==> config.mk <==
export PLATFORM = sky130hd
export DESIGN_NAME = uart_wb_bridge
export DESIGN_NICKNAME = d
export VERILOG_FILES = /design/src/rtl/uart_wb_bridge.sv
export SDC_FILE = /design/constraint.sdc
export NUM_CORES = 1
export LEC_CHECK = 0
export CORE_MARGIN = 2
export CORE_UTILIZATION = 45
export CTS_CLUSTER_DIAMETER = 40
export DETAILED_ROUTE_END_ITERATION = 7
export PLACE_DENSITY = 0.83
export SYNTH_ARGS = -nofsm -noshare
export SYNTH_HDL_FRONTEND = slang
export SYNTH_SLANG_ARGS = --single-unit
==> constraint.sdc <==
create_clock -name clk -period 1.8 [get_ports clk]
set_input_delay 0.36 -clock clk [delete_from_list [all_inputs] [get_ports clk]]
set_output_delay 0.36 -clock clk [all_outputs]
set_load 0.05 [all_outputs]
==> src/rtl/uart_wb_bridge.sv <==
// uart_wb_bridge: UART command parser acting as a Wishbone master, with replies and a CPU jump strobe
module uart_wb_bridge #(
  parameter int rx_timeout = 1000000,
  parameter int wb_timeout = 255
) (
  input  logic        clk,
  input  logic        reset,
  input  logic [7:0]  rx_data,
  input  logic        rx_avail,
  output logic        rx_ack,
  output logic [7:0]  tx_data,
  output logic        tx_wr,
  input  logic        tx_busy,
  output logic [31:0] wb_adr_o,
  output logic [31:0] wb_dat_o,
  input  logic [31:0] wb_dat_i,
  output logic [3:0]  wb_sel_o,
  output logic        wb_we_o,
  output logic        wb_stb_o,
  output logic        wb_cyc_o,
  input  logic        wb_ack_i,
  output logic [31:0] jump_adr,
  output logic        jump_stb
);
  typedef enum logic [2:0] {IDLE, ADDR, DATA, WB, JUMP, TX} state_t;
  localparam int rw = $clog2(rx_timeout + 1);
  localparam int ww = $clog2(wb_timeout + 1);
  localparam logic [rw-1:0] rx_last = rw'(rx_timeout - 1);
  localparam logic [ww-1:0] wb_last = ww'(wb_timeout - 1);
  localparam logic [7:0] cmd_r = 8'h72, cmd_w = 8'h77, cmd_g = 8'h67;
  state_t state, state_n;
  logic [7:0] cmd;
  logic [31:0] adr, dat, reply;
  logic [1:0] cnt, idx, tx_last;
  logic [rw-1:0] rx_tmr;
  logic [ww-1:0] wb_tmr;
  logic cyc, take, ack, expire, rx_exp, send;
  assign wb_adr_o = adr;
  assign wb_dat_o = dat;
  assign wb_sel_o = 4'hF;
  assign wb_cyc_o = cyc;
  assign wb_stb_o = cyc;
  assign wb_we_o = cyc && cmd == cmd_w;
  always_comb begin
    take = rx_avail && !rx_ack && (state == IDLE || state == ADDR || state == DATA);
    ack = state == WB && wb_ack_i;
    expire = state == WB && !wb_ack_i && wb_tmr == wb_last;
    rx_exp = (state == ADDR || state == DATA) && !take && rx_tmr == rx_last;
    send = state == TX && !tx_busy && !tx_wr;
    state_n = state;
    case (state)
      IDLE: state_n = take && (rx_data == cmd_r || rx_data == cmd_w || rx_data == cmd_g) ? ADDR : IDLE;
      ADDR: state_n = take && cnt == 2'd3 ? (cmd == cmd_w ? DATA : cmd == cmd_g ? JUMP : WB) : rx_exp ? IDLE : ADDR;
      DATA: state_n = take && cnt == 2'd3 ? WB : rx_exp ? IDLE : DATA;
      WB:   state_n = ack || expire ? TX : WB;
      JUMP: state_n = IDLE;
      TX:   state_n = send && idx == tx_last ? IDLE : TX;
      default: state_n = IDLE;
    endcase
  end
  always_ff @(posedge clk) begin
    if (reset) begin
      state <= IDLE;
      cmd <= '0;
      adr <= '0;
      dat <= '0;
      reply <= '0;
      cnt <= '0;
      idx <= '0;
      tx_last <= '0;
      rx_tmr <= '0;
      wb_tmr <= '0;
      cyc <= 1'b0;
      rx_ack <= 1'b0;
      tx_wr <= 1'b0;
      tx_data <= '0;
      jump_adr <= '0;
      jump_stb <= 1'b0;
    end else begin
      state <= state_n;
      rx_ack <= take;
      tx_wr <= send;
      cyc <= state_n == WB;
      jump_stb <= state_n == JUMP;
      cnt <= state_n == IDLE ? 2'd0 : take && state != IDLE ? cnt + 2'd1 : cnt;
      // a consumed byte always restarts the inter-byte timer, even in the expiry cycle
      rx_tmr <= (state == ADDR || state == DATA) && !take && !rx_exp ? rx_tmr + 1'b1 : '0;
      wb_tmr <= state == WB ? wb_tmr + 1'b1 : '0;
      idx <= state == TX ? idx + 2'(send) : 2'd0;
      if (take && state == IDLE) cmd <= rx_data;
      if (take && state == ADDR) adr <= {adr[23:0], rx_data};
      if (take && state == DATA) dat <= {dat[23:0], rx_data};
      if (state_n == JUMP) jump_adr <= {adr[23:0], rx_data};
      if (send) tx_data <= reply[31:24];
      if (ack) begin
        reply <= cmd == cmd_w ? {8'h6B, 24'h0} : wb_dat_i;
        tx_last <= cmd == cmd_w ? 2'd0 : 2'd3;
      end else if (expire) begin
        reply <= {8'h45, 24'h0};
        tx_last <= 2'd0;
      end else if (send) reply <= reply << 8;
    end
  end
endmodule

==> metrics.txt, run 1 <==
Yosys top cell area share 50.99%; ANT cells 0; Hold Path Class in -> reg; CTS HTree Levels 4; switching portion of total power 21.71%; Post-DP HPWL 12610 um; crit end category output pin; final setup skew roughly 0.011 ns; HP Start reset; Pre-Repair DR Iteration Count 5; die height 130.7 um; clock sinks 184; Final Net Count 1095; die area 17080 um2; CTS tree done; Worst setup SP type flop; CP startpoint cmd[3]; worst setup margin -0.1461 ns; total CTS buffers 17; Vias/cell 5.115; worst skew pair latency 0.43 ns; largest net degree at the start of global routing 106; drt total wl about 19000 um; routability congestion estimate 0.8509; drt drc 0; DR WL/cell between 10 and 15 um; top-count cell post-synth nand2_1; GRT overflow 0; Final Slew Violations 0; Starting DRT DRC Count 425; power density cells 828.4 nW/um2; Ys Warns 0; GRT Overall Usage around 21%; worst min-delay path endpoint state[0]; Mapped Area between 7000 and 8000 um2; clock transition at the registers of the reported paths 0.07 ns; Setup-failing EPs final 5; worst endpoint data arrival time 1.59 ns; Max-cap violations 0; failing checks setup timing; hold_buf cts 0; number of enable flip-flop cells after synthesis 0; fill count 1315; Pint 6.307 mW; initial antenna violation count 0; Yosys cell types 56; Mapped Cells 866; Max IR drop VDD between 0.6 and 0.7 mV; I/O Pins 159; RSZ-0062 raised after global routing yes; outcome complete, but fails checks; FP Rows 46; DRT antenna net count 0; Clock power frac 45.6%; pre-CTS WS -0.3165 ns; post-synthesis sequential area ratio 50.99%; reg2reg end cnt[0]; Critical Path Fanout Max 2; Tmin final 1.946 ns; maximum clock frequency 0.5138 GHz; CTS root buf clkbuf_16; layout cell share with drive strength beyond 1 22.14%; Sw Pwr 1.749 mW; Vias 6511; Worst Path Class, Setup reg -> out; Synth Flop Type dfxtp_1; Synth area leaders dfxtp_1 51%, nand2_1 12%, a21oi_1 7.8%, nor2_1 5.2%, xor2_1 2.3%; first-pass GRT wire length 28830 um; Port Buffers between 150 and 200; cell taking the most area after synthesis dfxtp_1; depth of the worst hold-timing path 2; syn avg cell area 8.342 um2; worst reg2reg path startpoint rx_tmr[12]; Core ar. 15770 um2; register area 3686 um2; Die Wd between 100 and 150 um; Reg2Reg Setup Slack -0.09 ns; worst path required time around 1.4 ns; worst reg2reg path depth 5; async set-or-reset flop fraction in the synthesized netlist 0%; fin crit share 108.1%; synthesis-stage register bit count 184; area of the multi-input gates about 3300 um2; initial core utilization 45.81%; final hold violation count 0; setup_tns -0.3790 ns; vias in the first global route 5950; Power Total about 8.1 mW; sequential share of power 50.8%; Comb power frac under 10%; Leak Pwr 3.762 nW; Max Root-Sink Buffers 2; Area growth, synth to finish 34.60%; top cells by count, synth 222 x nand2_1, 184 x dfxtp_1, 113 x a21oi_1
[metrics by stage]
| stage | util, % | instances | instance area (um2) | hold WS, ns |
|---|---|---|---|---|
| after floorplan | - | 869 | 7237 | 0.4175 |
| after global placement | 56.77 | 1231 | 8952 | 0.4304 |
| after detailed placement | 56.77 | 1231 | 8952 | 0.4441 |
| after CTS | 60.67 | 1264 | 9568 | 0.1831 |
| after global routing | 61.66 | 1273 | 9724 | 0.1988 |
| final | 61.66 | 1273 | 9724 | 0.1956 |
[cell type report]
cell class                      instances  share of cell area [%]
Timing Repair Buffer                  217                   19.53
Tap cell                              216                   2.779
Multi-Input combinational cell        619                   33.53
Sequential cell                       184                   37.91
Clock inverter                         13                   1.505
Inverter                                6                  0.2316
Clock buffer                           18                   4.516
[power groups by stage]
stage	Combinational [mW]	Clock [mW]	Sequential, mW
finish	0.292	3.67	4.09
global route	0.310	3.91	4.09
global placement	0.284	0	4.18
floorplan	0.122	0	4.19
detailed placement	0.284	0	4.18
CTS	0.287	3.72	4.09
[sequential cells by signal (all words and copies together) (netlist names)]
register,flops
wb_tmr,8
rx_ack,1
wb_adr_o,32
jump_adr,32
tx_last,1
cmd,8
wb_dat_o,32
tx_wr,1
cnt,2
reply,32
tx_data,8
wb_cyc_o,1
idx,2
rx_tmr,20
state,3
jump_stb,1
[per-layer routing]
layer	vias to the layer above	share of wire (%)	GRT usage [%]
met5	-	0	0
met4	0	2.7	9.011
met3	36	4.6	4.397
met2	165	49	35.94
met1	3073	43	27.13
li1	3237	-	-
[cells by family after synthesis]
group,count (synthesis),share of synthesized area [%]
other cells,1,0.05191
buf+inv,66,5.040
compound gates,159,13.21
fa+ha+maj,5,0.8660
xor+xnor,26,3.152
mux,9,1.247
flops,184,50.99
simple gates,416,25.44
[worst max-delay path by stage]
stage	to	slack [ns]	cells after the start
4_1_cts	wb_we_o	-0.15	5
2_1_floorplan	wb_we_o	0.03	3
6_report	wb_we_o	-0.15	5
5_1_grt	wb_we_o	-0.22	5
3_5_place_dp	cnt[1]	-0.32	6
3_3_place_gp	cnt[0]	-0.18	6
[layout by cell type, fill, tap and decap left out, drive strengths merged, types with 5 or more instances in the layout]
cell type / n
a21oi: 114
nand3: 16
dfxtp: 184
xnor2: 7
nand2: 222
mux2i: 9
clkbuf: 19
nand3b: 5
nor2: 103
nand2b: 5
clkinvlp: 5
inv: 9
a2bb2oi: 18
clkdlybuf4s50: 43
nor3: 30
ha: 5
nand4: 5
and2: 5
a22oi: 8
buf: 172
xor2: 19
[critical path: stages (launching register included)]
cell,delay [ns]
dfxtp_1,0.31
nand4b_1,0.22
nor3_2,0.19
buf_4,0.16
and2_4,0.15
buf_12,0.13
[timing repair]
item,4_1_cts,5_1_grt
endpoints found under the setup margin,6,90
setup buffers,2,6
pin swaps,4,3
gates cloned,0,3
resized for setup,4,18
No activity file was read; power rests on OpenSTA's default activity.
==> run 2: changes to the inputs <==
==> constraint.sdc (replaced) <==
create_clock -name clk -period 1.8 [get_ports clk]
set_input_delay 0.45 -clock clk [delete_from_list [all_inputs] [get_ports clk]]
set_output_delay 0.45 -clock clk [all_outputs]
set_load 0.05 [all_outputs]
==> run 2 against run 1 <==
The run still ends with setup timing left. Critical path depth did not move. Combinational power rose by 3%. Clock power barely moved. Core utilization rose by 0.75 points. Setup slack got worse by 0.097 ns. Critical path type unchanged. Power barely moved. Worst hold slack improved by 0.17 ns. Register-to-register slack got worse by 0.05 ns.
==> metrics.txt, run 2 (synthesized netlist as in run 1, its figures left out) <==
outcome complete, but fails checks; failing checks setup timing; final setup skew 0.006409 ns; die area approximately 17000 um2; hold_buf cts 0; Design Area, Final around 9800 um2; initial antenna violation count 0; Final Slew Violations 0; Max Root-Sink Buffers 2; Area growth, synth to finish 36.25%; Worst setup SP type flop; vias in the first global route between 5k and 6k; fin cells 1283; routability congestion estimate 0.8148; Vias/cell 5.164; RSZ-0062 raised after global routing yes; FP Rows between 40 and 50; worst endpoint data arrival time 1.59 ns; Starting DRT DRC Count roughly 410; Max IR drop VDD 0.6763 mV; Final Core Density 62.42%; Port Buffers 154; CTS HTree Levels 4; most frequent cells in the layout 222 x nand2_1, 181 x dfxtp_1, 164 x buf_4; power density cells 818.7 nW/um2; drt total wl 19100 um; setup_tns -1.105 ns; clock sinks around 180; ANT cells 0; measured slew at the worst slew-check pin 0.5104 ns; Power Total roughly 8 mW; Core ar. roughly 16000 um2; crit end category output pin; Max-cap violations 0; Die Wd 130.7 um; GRT Overall Usage 21.34%; Hold Path Class in -> reg; met3 Use GR 4.682%; GRT overflow 0; DRT antenna net count 0; slew margin rel. 65.66%; dpl cells 1240; clock transition at the registers of the reported paths about 0.070 ns; Worst Path Class, Setup reg -> out; hold_ws about 0.36 ns; fin crit share 113.5%; Setup-failing EPs final 26; Leak Pwr 3.823 nW; Post-DP Area 9031 um2; initial core utilization 45.81%; first-pass GRT wire length 28700 um; commonest non-fill, non-tap cell in the layout nand2_1; worst path required time 1.35 ns; CTS root buf clkbuf_16; GR Layer Usage met2 between 30% and 40%; Vias between 6k and 7k; die height 130.7 um; final hold violation count 0; total CTS buffers 17; CTS tree done; layout cell share with drive strength beyond 1 23.71%; maximum clock frequency about 0.49 GHz; Post-DP HPWL 12710 um; Tmin final 2.043 ns; largest net degree at the start of global routing 62; DR WL/cell 14.89 um; fill count 1289; Critical Path Fanout Max 2; drt drc 0; GRT met1 Usage between 20% and 30%; Final Net Count approximately 1.1k; worst setup margin -0.2430 ns; pre-CTS WS -0.3234 ns; worst skew pair latency 0.42 ns; I/O Pins 159; Pre-Repair DR Iteration Count 7; most used routing layer met2
-- run 2: cell count changes in the layout (fill, tap and decap cells not counted), sizes merged --
cell / before / now
buf: 172 / 181
clkbuf: 19 / 20
clkinv: 3 / 7
clkinvlp: 5 / 3
dlygate4sd2: 1 / 0
inv: 9 / 8
-- run 2: final timing paths --
| path | from | end | slack, ns | cells past startpoint |
|---|---|---|---|---|
| hold reg to reg | tx_data[4] | tx_data[4] | 0.45 | 2 |
| setup / recovery | cmd[3] | wb_we_o | -0.24 | 5 |
| setup reg to reg | rx_tmr[10] | state[0] | -0.14 | 6 |
| hold / removal | reset | state[0] | 0.36 | 2 |
-- run 2: area by class of cell --
| cell class | instances | area (um2) | share of cell area (%) |
|---|---|---|---|
| repair buffers | 226 | 2003 | 20.35 |
| multi-input cells | 619 | 3271 | 33.23 |
| inverters | 6 | 22.52 | 0.2288 |
| clock inverters | 14 | 150.1 | 1.525 |
| clock buffers | 18 | 439.2 | 4.462 |
| flip-flops and latches | 184 | 3687 | 37.46 |
| well taps | 216 | 270.3 | 2.746 |
-- run 2: layer usage --
layer | vias up | wire length, um | part of all wire (%)
li1 | 3277 | - | -
met1 | 3122 | 8202 | 43
met2 | 188 | 9473 | 50
met3 | 39 | 929 | 4.9
met4 | 0 | 495 | 2.6
met5 | - | 0 | 0
-- run 2: report_power, final --
group	internal [mW]	leakage, nW	total (mW)	switching (mW)
registers	4.08	1.48	4.09	0.00794
logic	0.147	2.06	0.301	0.154
clock network	2.09	0.283	3.67	1.58
total	6.32	3.82	8.06	1.74
-- run 2: worst max-delay path, cell delays in order (launching register included) --
cell and delay [ns]:
dfxtp_1 0.31, nand4b_1 0.21, nor3_1 0.21, buf_4 0.16, and2_4 0.15, buf_12 0.13
-- run 2: what timing repair did --
action	CTS	global route
setup endpoints to repair	5	69
resized for setup	3	31
cloned	0	4
buffers inserted	4	4
pin swaps	2	9
